$ cat config.mk
export PLATFORM = sky130hd
export DESIGN_NAME = pipe_ctrl_unit
export DESIGN_NICKNAME = d
export VERILOG_FILES = /design/src/rtl/pipe_ctrl_unit.sv
export SDC_FILE = /design/constraint.sdc
export NUM_CORES = 1
export LEC_CHECK = 0
export ABC_AREA = 0
export BUFFER_PORTS_ARGS = -buffer_cell sky130_fd_sc_hd__buf_2
export CORE_MARGIN = 2
export CORE_UTILIZATION = 54
export DETAILED_ROUTE_END_ITERATION = 10
export PLACE_DENSITY = 0.86
export SYNTH_ARGS = -nofsm -noshare
export SYNTH_HDL_FRONTEND = slang
export SYNTH_SLANG_ARGS = --single-unit
$ cat constraint.sdc
create_clock -name clk -period 4.1 [get_ports clk]
set_input_delay 0 -clock clk [delete_from_list [all_inputs] [get_ports clk]]
set_output_delay 0 -clock clk [all_outputs]
set_load 0.01 [all_outputs]
$ cat src/rtl/pipe_ctrl_unit.sv
// Pipeline control unit: ID-stage decode, load-use stall detection, branch
// flush, ID/EX -> EX/MEM -> MEM/WB control pipeline and saturating event counters.
module pipe_ctrl_unit #(
    parameter int REG_ADDR_W  = 5,
    parameter int ENABLE_JUMP = 1,
    parameter int CNT_W       = 16
) (
    input  logic                  clk,
    input  logic                  reset,
    input  logic [6:0]            opcode,
    input  logic                  id_valid,
    input  logic [REG_ADDR_W-1:0] rs1,
    input  logic [REG_ADDR_W-1:0] rs2,
    input  logic [REG_ADDR_W-1:0] rd,
    input  logic                  branch_taken,
    input  logic                  hold,
    output logic                  stall,
    output logic                  flush,
    output logic                  illegal,
    output logic                  ex_branch,
    output logic                  ex_jump,
    output logic                  ex_memread,
    output logic                  ex_memwrite,
    output logic                  ex_memtoreg,
    output logic                  ex_aluSrc,
    output logic                  ex_regwrite,
    output logic [1:0]            ex_AlUop,
    output logic [REG_ADDR_W-1:0] ex_rd,
    output logic                  mem_memread,
    output logic                  mem_memwrite,
    output logic                  mem_memtoreg,
    output logic                  mem_regwrite,
    output logic [REG_ADDR_W-1:0] mem_rd,
    output logic                  wb_memtoreg,
    output logic                  wb_regwrite,
    output logic [REG_ADDR_W-1:0] wb_rd,
    output logic [CNT_W-1:0]      stall_cnt,
    output logic [CNT_W-1:0]      flush_cnt
);

    localparam logic [6:0] OP_LOAD  = 7'b0000011;
    localparam logic [6:0] OP_STORE = 7'b0100011;
    localparam logic [6:0] OP_RTYPE = 7'b0110011;
    localparam logic [6:0] OP_BR    = 7'b1100011;
    localparam logic [6:0] OP_IALU  = 7'b0010011;
    localparam logic [6:0] OP_JAL   = 7'b1101111;
    localparam logic [6:0] OP_JALR  = 7'b1100111;
    localparam logic [CNT_W-1:0] CNT_ONE = 1;

    // Decoded bundle order: {aluSrc,memtoreg,regwrite,memread,memwrite,branch,jump,AlUop[1:0]}
    logic [8:0] dec;
    logic       legal;
    logic       rs2_used;
    logic       bubble;

    // Combinational ID decode; invalid or unknown opcodes yield all-zero controls
    always_comb begin
        dec   = 9'b0;
        legal = 1'b0;
        if (id_valid) begin
            case (opcode)
                OP_LOAD:  begin dec = 9'b1_1_1_1_0_0_0_00; legal = 1'b1; end
                OP_STORE: begin dec = 9'b1_0_0_0_1_0_0_00; legal = 1'b1; end
                OP_RTYPE: begin dec = 9'b0_0_1_0_0_0_0_10; legal = 1'b1; end
                OP_BR:    begin dec = 9'b0_0_0_0_0_1_0_01; legal = 1'b1; end
                OP_IALU:  begin dec = 9'b1_0_1_0_0_0_0_00; legal = 1'b1; end
                OP_JAL:   if (ENABLE_JUMP != 0) begin dec = 9'b0_0_1_0_0_0_1_00; legal = 1'b1; end
                OP_JALR:  if (ENABLE_JUMP != 0) begin dec = 9'b1_0_1_0_0_0_1_00; legal = 1'b1; end
                default:  begin dec = 9'b0; legal = 1'b0; end
            endcase
        end
        // Writes to x0 are never real writes, so they must not look like hazards downstream
        if (rd == '0) dec[6] = 1'b0;
    end

    // Hazard and flush detection; a taken branch kills the ID instruction so no stall is needed
    always_comb begin
        rs2_used = (opcode == OP_RTYPE) || (opcode == OP_STORE) || (opcode == OP_BR);
        illegal  = id_valid & ~legal;
        stall    = id_valid & ex_memread & (ex_rd != '0) &
                   ((ex_rd == rs1) | (rs2_used & (ex_rd == rs2))) & ~branch_taken;
        flush    = branch_taken & ~hold;
        bubble   = flush | stall;
    end

    // Stage registers: advance on every unheld edge, ID/EX takes a bubble on stall/flush
    always_ff @(posedge clk or posedge reset) begin
        if (reset) begin
            {ex_aluSrc, ex_memtoreg, ex_regwrite, ex_memread,
             ex_memwrite, ex_branch, ex_jump, ex_AlUop} <= 9'b0;
            ex_rd        <= '0;
            mem_memread  <= 1'b0;
            mem_memwrite <= 1'b0;
            mem_memtoreg <= 1'b0;
            mem_regwrite <= 1'b0;
            mem_rd       <= '0;
            wb_memtoreg  <= 1'b0;
            wb_regwrite  <= 1'b0;
            wb_rd        <= '0;
        end else if (!hold) begin
            wb_memtoreg  <= mem_memtoreg;
            wb_regwrite  <= mem_regwrite;
            wb_rd        <= mem_rd;
            mem_memread  <= ex_memread;
            mem_memwrite <= ex_memwrite;
            mem_memtoreg <= ex_memtoreg;
            mem_regwrite <= ex_regwrite;
            mem_rd       <= ex_rd;
            if (bubble) begin
                {ex_aluSrc, ex_memtoreg, ex_regwrite, ex_memread,
                 ex_memwrite, ex_branch, ex_jump, ex_AlUop} <= 9'b0;
                ex_rd <= '0;
            end else begin
                {ex_aluSrc, ex_memtoreg, ex_regwrite, ex_memread,
                 ex_memwrite, ex_branch, ex_jump, ex_AlUop} <= dec;
                ex_rd <= legal ? rd : '0;
            end
        end
    end

    // Saturating stall/flush event counters, frozen while held
    always_ff @(posedge clk or posedge reset) begin
        if (reset) begin
            stall_cnt <= '0;
            flush_cnt <= '0;
        end else if (!hold) begin
            if (stall && (stall_cnt != '1)) stall_cnt <= stall_cnt + CNT_ONE;
            if (flush && (flush_cnt != '1)) flush_cnt <= flush_cnt + CNT_ONE;
        end
    end

endmodule

### Word level (Yosys, flattened, before mapping)

Index checks and enable logic that the tools add are counted.

| cells by class | value |
|---|---|
| add/subtract/negate cells | 2 |
| multiplexer cells | 15 |
| reduce and logical (&&, ||, !) cells | 9 |
| bitwise operators | 12 |
| eq/ne operators | 11 |

Operator list:

| kind | count |
|---|---|
| one-hot mux 9 bit (7 select lines) | 1 |
| adder 16 x 1 -> 16 bit, second input constant | 2 |
| != test 16 bit, second input constant | 2 |
| equality test 7 bit, second input constant | 3 |
| equality test 7 x 6 -> 1 bit, second input constant | 2 |
| equality test 5 bit | 2 |
| 2-to-1 mux 1 bit | 10 |
| 2-to-1 mux 5 bit | 2 |
| 2-to-1 mux 9 bit | 1 |
| bitwise AND 1 bit | 7 |
| equality test 7 x 2 -> 1 bit, second input constant | 1 |
| equality test 7 x 5 -> 1 bit, second input constant | 1 |
| OR reduction 7 bit | 1 |
| logical NOT 5 bit | 1 |
| nonzero test 5 bit | 1 |
| AND reduction 2 bit | 2 |
| NOT 1 bit | 3 |
| logical AND 1 bit | 2 |
| logical OR 1 bit | 2 |
| 2-to-1 mux 2 bit | 1 |
| OR 1 bit | 2 |

| word-level totals | value |
|---|---|
| output and inout port bits | 65 |
| flip-flop bits (word level) | 62 |
| word-level logic and storage cells | 68 |
| bits of input ports | 27 |

### Logic depth before layout (Yosys ltp)

Gate-level depths: netlist (run 1).

| depth | value |
|---|---|
| word-level depth | 9 |
| depth in mapped cells | 9 |
| gate-level depth less buffers | 7 |

### Worst setup path after synthesis (run 1)

OpenSTA, ideal clock, no wires.

| path | value |
|---|---|
| path kind | register to register |
| start | register ex_rd[1] |
| end | register stall_cnt[3] |
| buffers on the path | 1 |
| path slack | 1,915 ps |
| arrival | 2,059 ps |
| required time | 3,974 ps |
| setup time | 126 ps |
| clock period less this slack | 2,185 ps |
| stages on the path, launching flop included | 9 |
| cells stage by stage | dfrtp_1 -> xnor2_1 -> nand4_1 -> nor4_2 -> o2111ai_2 -> a311oi_4 -> buf_6 -> nand4_1 -> xnor2_1 |

| on the way | value |
|---|---|
| cells in the longest elaborated chain, start to end | 7 |
| elaborated cells on any way between the ends | 10 |
| those cells by class | eq/ne (2); bitwise (5); reduce/logical (3) |

RTL lines:

| item | line | text |
|---|---|---|
| from (decl) | 28 | `output logic [REG_ADDR_W-1:0] ex_rd,` |
| from (signal assigned) | 116 | `ex_rd <= legal ? rd : '0;` |
| equality test 5 bit | 81 | `((ex_rd == rs1) \| (rs2_used & (ex_rd == rs2))) & ~branch_taken;` |
| bitwise AND 1 bit | 81 |  |
| OR 1 bit | 81 |  |
| bitwise AND 1 bit (*) | 80 | `stall = id_valid & ex_memread & (ex_rd != '0) &` |
| bitwise AND 1 bit (*) | 81 |  |
| logical AND 1 bit (*) | 127 | `if (stall && (stall_cnt != '1)) stall_cnt <= stall_cnt + CNT_ONE;` |
| AND reduction 2 bit (no line) (*) | - |  |
| to (signal assigned) | 127 |  |
| to (decl) | 37 | `output logic [CNT_W-1:0] stall_cnt,` |

Every way passes the cells marked *; elsewhere a longest branch is shown, timed or not.
A chain may end at the register's enable or synchronous reset.

### Worst setup path after layout (run 1)

| path | value |
|---|---|
| start | register ex_rd[1] |
| end | register ex_memread |

| on the way | value |
|---|---|
| cells in the longest elaborated chain, start to end | 7 |
| elaborated cells on any way between the ends | 10 |
| those cells by class | eq/ne (2); mux (1); bitwise (6); reduce/logical (1) |

RTL lines:

| item | line | text |
|---|---|---|
| equality test 5 bit | 81 |  |
| bitwise AND 1 bit | 81 |  |
| OR 1 bit | 81 |  |
| bitwise AND 1 bit (*) | 80 |  |
| bitwise AND 1 bit (*) | 81 |  |
| OR 1 bit (*) | 83 | `bubble = flush \| stall;` |
| 2-to-1 mux 1 bit (*) | 109 | `if (bubble) begin` |
| to (decl) | 22 | `output logic ex_memread,` |

Marked as above.

==> flow_results.org, run 1 <==
** Die
- Standard cell core area :: 5010 um^2
- The initial utilization of the core area, before any placement, comes to 0.5519.
- The floorplan step set the die height to 75.56 um.
- The floorplan step defined a die boundary enclosing 5709 um^2.
- The floorplan has 26 rows.
- In this run the count of I/O pins placed on the die edge is 92.
- Width of the die :: 75.56 um

** Place
- Routability congestion estimate from global placement :: 0.8331
- The number of placed instances, taps included, is 389.
- The count of buffers added on input and output ports is 91.
- Post-detailed-placement cell area :: 3251 um^2
- The HPWL after detailed placement is 4086 um.

** Drt
- Total wire length :: 5912 um
- In this run, the number of DRC markers left after iteration 0 of detailed routing was 93.
- Avg Vias per Cell :: 5.275
- The routed layout has 2184 vias.
- Antenna-violating nets left :: 0
- After detailed routing, the average wire length per cell comes to 14.28 um.
- Number of iterations in the first detailed-routing pass :: 4
- In the routed design, unresolved DRC markers number 0.

** Timing
- Pin slew with the least headroom to its limit :: 0.7398 ns
- Final setup vio count :: 0
- The worst pin sits at a relative slew slack of 0.5068.
- Fin. max-slew vios :: 0
- Achievable frequency :: 386.2 MHz
- Adding up every negative setup slack in the final design gives 0 ns.
- Time the worst path needs with I/O delays and setup :: 2.589 ns
- In the finished design, the share of the clock period the worst path needs comes to 0.6316.
- The hold violation count in the final report is 0.
- Layout Skew :: 0.004230 ns
- Setup repair after global routing left no endpoint under its margin.

** Clock network
- TritonCTS built the clock tree.
- Worst-Skew Late Latency :: 0.32 ns
- Total of cells resized after clock tree synthesis :: 0
- CTS buffer count :: 9
- Number of clock sinks :: 59
- Root cell of the clock tree :: sky130_fd_sc_hd__clkbuf_8
- In this run the number of H-tree levels came out at 3.
- Clock transition at the register clock pins on the worst setup and hold paths after CTS :: 0.06 ns
- Deepest clock path buffer count :: 2

** Power
- Leakage power summed over all cells :: 0.001867 uW
- For this design the ratio of total power to cell area is 369.4 nW/um^2.
- Power after layout :: 1311 uW
- Across the VDD grid, the largest voltage drop is 0.2015 mV.

** Logic synthesis
- Number of synthesized register bits :: 59
- For this run, the number of Yosys warnings is 0.
- Of the post-synthesis cell area, the dominant cell type holds 0.5339.
- Synthesis produced 237 cells.
- After synthesis, the mean cell area works out to 11.67 um^2.
- Share of flip-flops with an asynchronous set or reset :: 1.000
- The most used flip-flop cell after synthesis is sky130_fd_sc_hd__dfrtp_1.
- The biggest area contributor in the post-synthesis netlist is sky130_fd_sc_hd__dfrtp_1.
- The cell area that synthesis handed to floorplanning was 2765 um^2.
- When the netlist entered floorplanning its net count stood at 266.
- After synthesis, the cell types taking the most area are sky130_fd_sc_hd__dfrtp_1, sky130_fd_sc_hd__xnor2_1, sky130_fd_sc_hd__mux2_2, sky130_fd_sc_hd__nand4_1, sky130_fd_sc_hd__nand2_1.
- Number of synthesized flops with an enable pin :: 0
- Yosys mapped the design onto 38 distinct sky130hd cell types.
- Of the synthesized area, sequential elements account for 0.5339.

** Cells and area
- Commonest cells after routing, fill and taps aside :: sky130_fd_sc_hd__buf_2, sky130_fd_sc_hd__dfrtp_1, sky130_fd_sc_hd__xnor2_1
- At the end of the flow the core is filled with cells to 0.7083.
- After the last flow step, the layout net total stands at 369.
- With fillers left out, the area of the finished cells amounts to 3548 um^2.
- Most common cell after layout, fill and taps aside :: sky130_fd_sc_hd__buf_2
- Number of fill cells in the layout :: 411
- Final instance count without filler cells :: 414
- Number of diodes added for antenna fixing :: 0
- Fraction of layout instances using a drive strength above 1 :: 0.3837
- Relative to the synthesized area, the layout overhead comes to 28.33%.

** GRT
- Entering global routing, the biggest net connects 60 pins.
- Summed over all layers, the global routing overflow is 0.
- Number of global-route vias before repair :: 2023
- In the global route stage, overall resource usage came out at 0.2169.
- Wire length of the first global-routing pass :: 9259 um
- The initial antenna violation count came to 0.

** Critical path
- Highest cell delay on the worst timing path :: 0.60 ns
- The worst setup path is launched from a register.
- Series of cell instances along the critical path :: xnor2_1, nand4_1, nor4_2, o2111ai_2, nand3b_1, or3_1, o31ai_1, dlygate4sd3_1
- Category of the critical setup timing path :: reg -> reg
- Critical path data arrival time :: 2.84 ns
- Along the worst path, the maximum fanout reaches 6.
- The worst setup path is captured at a register.
- Critical-path cell with the highest stage delay :: sky130_fd_sc_hd__dlygate4sd3_1
- At the worst endpoint, the required time is 4.35 ns.
- Dominant delay contributor by cell family on the critical path :: simple AND/OR/NAND/NOR gates
- Counting both buffers and inverters, the worst setup path holds a total of 1.

** Min path
- Class of the tightest hold or removal check :: in -> reg

** Flow run
- Number of maximum-capacitance constraint violations :: 0

** Outcome
- The flow ran to the end, and the final reports show no timing, DRC or antenna violations.
==> through the flow <==
step	worst slack, ns	hold slack, ns
floorplan	1.915	0.07717
global placement	1.650	0.2043
detailed placement	1.566	0.2161
CTS	1.519	0.001080
global route	1.356	0.03083
finish	1.511	0.01090
==> state kept, by name, indices dropped and copies added (netlist names) <==
register	flops
wb_regwrite	1
mem_rd	5
wb_memtoreg	1
ex_regwrite	1
mem_memread	1
ex_rd	5
ex_AlUop	2
mem_memwrite	1
ex_jump	1
mem_regwrite	1
stall_cnt	16
flush_cnt	16
ex_memread	1
wb_rd	5
ex_aluSrc	1
ex_memwrite	1
==> worst reg2reg max path, stage by stage (launching register included) <==
cell	delay, ns
sky130_fd_sc_hd__dfrtp_1	0.45
sky130_fd_sc_hd__xnor2_1	0.18
sky130_fd_sc_hd__nand4_1	0.12
sky130_fd_sc_hd__nor4_2	0.06
sky130_fd_sc_hd__o2111ai_2	0.31
sky130_fd_sc_hd__nand3b_1	0.20
sky130_fd_sc_hd__or3_1	0.39
sky130_fd_sc_hd__o31ai_1	0.21
sky130_fd_sc_hd__dlygate4sd3_1	0.60
==> layout make-up <==
class | count | area [um^2] | area share
clock inverters | 1 | 5.005 | 0.001410
inverters | 2 | 7.507 | 0.002116
multi-input cells | 166 | 1216 | 0.3427
clock buffers | 14 | 192.7 | 0.05430
repair buffers | 102 | 563.0 | 0.1587
flip-flops and latches | 59 | 1476 | 0.4161
well taps | 70 | 87.58 | 0.02468
==> worst paths after layout <==
kind	start	to	slack (ns)	depth (start not counted)
worst min-delay path	opcode[4]	ex_AlUop[1]$_DFFE_PP0N_	0.01	3
worst max-delay path	ex_rd[1]$_DFFE_PP0N_	ex_memread$_DFFE_PP0N_	1.51	8
worst max register to register	ex_rd[1]$_DFFE_PP0N_	ex_memread$_DFFE_PP0N_	1.51	8
max in group asynchronous	reset	stall_cnt[2]$_DFFE_PP0P_	3.17	4
min in group asynchronous	reset	flush_cnt[5]$_DFFE_PP0P_	0.44	4
worst min register to register	flush_cnt[13]$_DFFE_PP0P_	flush_cnt[13]$_DFFE_PP0P_	0.49	1
==> routing by layer <==
layer,global-route usage,vias to the layer above,wire (um)
li1,-,1054,-
met1,0.2982,1039,2644
met2,0.3179,68,2759
met3,0.05291,23,286
met4,0.1170,0,222
met5,0,-,0
==> report_power, final <==
part / internal (uW) / switching (uW) / leakage (uW)
clock network: 298 / 206 / 0.000105
logic: 76.5 / 84.6 / 0.000949
registers: 613 / 32.9 / 0.000813
==> what timing repair did <==
item | in CTS | in global routing
setup buffers | 0 | 0
hold buffers | 10 | 0
hold endpoints to repair | 67 | 0
==> synth_stat cells, types with 4 or more instances <==
master,n
sky130_fd_sc_hd__xor2_1,7
sky130_fd_sc_hd__nand4_1,14
sky130_fd_sc_hd__and2_1,4
sky130_fd_sc_hd__nor2b_1,4
sky130_fd_sc_hd__nand3_1,10
sky130_fd_sc_hd__o21ai_0,6
sky130_fd_sc_hd__dfrtp_1,59
sky130_fd_sc_hd__nor2_1,5
sky130_fd_sc_hd__a22o_1,5
sky130_fd_sc_hd__and3_1,13
sky130_fd_sc_hd__mux2_2,18
sky130_fd_sc_hd__nand2_1,23
sky130_fd_sc_hd__xnor2_1,31
==> cell families (layout without fill, tap and decap cells) <==
family	after synthesis	count (layout)	share of synthesized area
muxes	18	18	0.07330
AOI/OAI and AO/OA	24	24	0.07285
buffers and inverters	12	119	0.02624
and+or+nand+nor	84	84	0.1643
DFF	59	59	0.5339
xor gates and xnor gates	38	38	0.1204
adders and majority gates	2	2	0.009048
(Power assumes the default switching activity.)
==> run 2: changes to the inputs <==
--- a/config.mk
+++ b/config.mk
@@ -8,9 +8,9 @@
 export ABC_AREA = 0
 export BUFFER_PORTS_ARGS = -buffer_cell sky130_fd_sc_hd__buf_2
 export CORE_MARGIN = 2
-export CORE_UTILIZATION = 54
+export CORE_UTILIZATION = 50
 export DETAILED_ROUTE_END_ITERATION = 10
-export PLACE_DENSITY = 0.86
+export PLACE_DENSITY = 0.8
 export SYNTH_ARGS = -nofsm -noshare
 export SYNTH_HDL_FRONTEND = slang
 export SYNTH_SLANG_ARGS = --single-unit
==> constraint.sdc (replaced) <==
create_clock -name clk -period 2.7 [get_ports clk]
set_input_delay 0 -clock clk [delete_from_list [all_inputs] [get_ports clk]]
set_output_delay 0 -clock clk [all_outputs]
set_load 0.01 [all_outputs]
==> flow_results.org, run 2 (synthesized netlist as in run 1, its figures left out) <==
** Flow run
- Number of maximum-capacitance constraint violations :: 0

** Die
- Num ports :: 92
- Width of the die :: 78.37 um
- Die ar. :: 6141 um^2
- Measured along the y axis, the die boundary spans 78.37 um.
- For this configuration, the core starts out at a cell density of 0.5084.
- The core region is 5439 um^2.
- Number of rows in the core area :: 27

** GRT
- In the global route stage, overall resource usage came out at 0.2079.
- Wire length of the first global-routing pass :: 9936 um
- In this run the most used layer during global routing was met2.
- The number of global-route vias before repair was 2087.
- Met1 global-route usage :: 0.2886
- The initial antenna violation count is 0.
- Final global-route overflow total :: 0
- For this run, global-route usage on met2 was measured as 0.3190.
- Pin count of the biggest net entering global routing :: 38
- Global routing met3 resource utilization :: 0.04368

** Drt
- Total wire length :: 6107 um
- In the routed layout, each cell is associated on average with a via count of 5.223.
- The count of nets left with antenna violations once routing finished came out at 0.
- After the first detailed-routing iteration, the DRC count stood at 106.
- Number of iterations in the first detailed-routing pass :: 4
- Detailed-route wire length per cell :: 14.51 um
- For this block, the via count after detailed routing is 2199.
- DRC errors left :: 0

** Critical path
- Endpoint kind of the worst setup timing path :: register
- Walking the worst path, the cells encountered are xor2_1, nor4_2, o2111ai_2, nand3b_1, or3_1, o31ai_1, dlygate4sd3_1.
- Setup slack, reg-to-reg :: 0.23 ns
- Category of the critical setup timing path :: reg -> reg
- Among cell families on the critical path, the largest total delay comes from simple AND/OR/NAND/NOR gates.
- Reg2reg path depth :: 7
- At the worst endpoint, the arrival time is 2.72 ns.
- At the worst endpoint, the required time is 2.95 ns.
- The worst register-to-register path begins at ex_rd[0]$_DFFE_PP0N_.
- In this run the critical register-to-register path is captured at ex_memread$_DFFE_PP0N_.
- Sum of buffers and inverters on the critical path :: 1
- In this run the worst path has a maximum fanout of 6.
- For this design, the slowest cell found on the critical path is sky130_fd_sc_hd__dlygate4sd3_1.
- The critical path runs through a total of 7 cells.
- For this run, the slowest stage of the critical path takes 0.60 ns.
- STA classifies the critical path startpoint as a register.

** Power
- Power per standard cell area :: 602.5 nW/um^2
- VDD IR-drop max :: 0.3415 mV
- Leakage power summed over all cells :: 0.001904 uW

** Min path
- The startpoint identified for the worst hold timing path is opcode[4].
- Worst Hold Path Cells :: 3
- Class of the tightest hold or removal check :: in -> reg
- The worst hold path terminates at ex_AlUop[1]$_DFFE_PP0N_.

** Place
- Final HPWL from detailed placement :: 4231 um
- The count of buffers added on input and output ports is 91.
- Routability-driven placement finished with a final weighted congestion of 0.8699.
- Worst setup slack after placement :: 0.3896 ns

** Timing
- Headroom to the max-slew limit :: 0.6051
- Subtracting the final worst setup slack from the clock period gives 2.466 ns.
- Final setup vio count :: 0
- For the final routed database, the setup TNS stands at 0 ns.
- Across the routed clock network, the largest skew measured is 0.009849 ns.
- Fin. Hold Viols :: 0
- Pin slew with the least headroom to its limit :: 0.5911 ns
- The worst path meets setup with 0.2338 ns of slack.
- Fin. max-slew vios :: 0
- Setup repair after global routing left no endpoint under its margin.
- Of the available clock period, the critical path in the final layout requires 0.9134.
- Achievable frequency :: 405.5 MHz

** Clock network
- The clock net in this run drives a total of 59 sinks.
- TritonCTS built the clock tree.
- Depth of the CTS H-tree :: 3
- Post-CTS repair changed the size of 0 cells.
- Clock transition at the register clock pins on the worst setup and hold paths after CTS :: 0.07 ns
- Worst-Skew Late Latency :: 0.32 ns
- Counting along the longest clock path gives a buffer depth of 2.
- TritonCTS created 9 clock buffers.
- Root cell of the clock tree :: sky130_fd_sc_hd__clkbuf_8

** Cells and area
- 0 antenna diodes ended up in the layout.
- Commonest cells after routing, fill and taps aside :: sky130_fd_sc_hd__buf_2, sky130_fd_sc_hd__dfrtp_1, sky130_fd_sc_hd__xnor2_1
- The area growth from synthesis to layout is 31.27%.
- Most common cell after layout, fill and taps aside :: sky130_fd_sc_hd__buf_2
- Number of fill cells in the layout :: 430
- The net count of the finished layout is 373.
- Fraction of layout instances using a drive strength above 1 :: 0.3926
- Largest registers in the final layout :: flush_cnt: 16 flops, stall_cnt: 16 flops

** Outcome
- The run finished with clean final reports.
-- run 2: worst reg2reg max path: stages, from the launching register on --
cell and delay, ns:
sky130_fd_sc_hd__dfrtp_1 0.46, sky130_fd_sc_hd__xor2_1 0.25, sky130_fd_sc_hd__nor4_2 0.08, sky130_fd_sc_hd__o2111ai_2 0.18, sky130_fd_sc_hd__nand3b_1 0.19, sky130_fd_sc_hd__or3_1 0.39, sky130_fd_sc_hd__o31ai_1 0.25, sky130_fd_sc_hd__dlygate4sd3_1 0.60
-- run 2: worst max-delay path by stage --
stage / start / to / slack, ns
after floorplan: ex_rd[1]$_DFFE_PP0N_ / stall_cnt[3]$_DFFE_PP0P_ / 0.52
after global placement: ex_rd[4]$_DFFE_PP0N_ / stall_cnt[1]$_DFFE_PP0P_ / 0.44
after detailed placement: ex_rd[1]$_DFFE_PP0N_ / stall_cnt[1]$_DFFE_PP0P_ / 0.39
after CTS: ex_rd[3]$_DFFE_PP0N_ / ex_memread$_DFFE_PP0N_ / 0.17
after global routing: ex_rd[2]$_DFFE_PP0N_ / ex_memread$_DFFE_PP0N_ / 0.08
final: ex_rd[0]$_DFFE_PP0N_ / ex_memread$_DFFE_PP0N_ / 0.23
-- run 2: cell type report --
| class | count | area [um^2] | share of cell area |
|---|---|---|---|
| multi-input combinational | 166 | 1216 | 0.3351 |
| clock inverter | 3 | 67.56 | 0.01861 |
| tap | 72 | 90.09 | 0.02482 |
| clock buffer | 13 | 178.9 | 0.04929 |
| sequential | 59 | 1476 | 0.4068 |
| inverter | 2 | 7.507 | 0.002068 |
| timing repair buffer | 106 | 593.1 | 0.1634 |
-- run 2: stage by stage --
step	hold WS (ns)	utilization	total power [uW]	instances	instance area (um^2)
global route	0.04862	0.6674	2287	421	3630
finish	0.02947	0.6674	2187	421	3630
floorplan	0.07717	-	1129	237	2765
CTS	0.01397	0.6660	2211	420	3622
global placement	0.04768	0.6023	1230	394	3276
detailed placement	0.04041	0.6023	1237	394	3276
-- run 2: power by group --
part	internal [uW]	total, uW	switching, uW
combinational	117	245	128
sequential	931	983	52.6
clock	621	958	337
-- run 2: what timing repair did --
item                       4_1_cts  5_1_grt
hold endpoints to repair        30        0
setup endpoints to repair        0        1
setup buffers                    0        1
hold buffers                    10        0
-- run 2: layer usage --
metal,routed length [um],part of all wire
met3,329,0.054
met4,81,0.013
met1,2702,0.44
met5,0,0
met2,2994,0.49
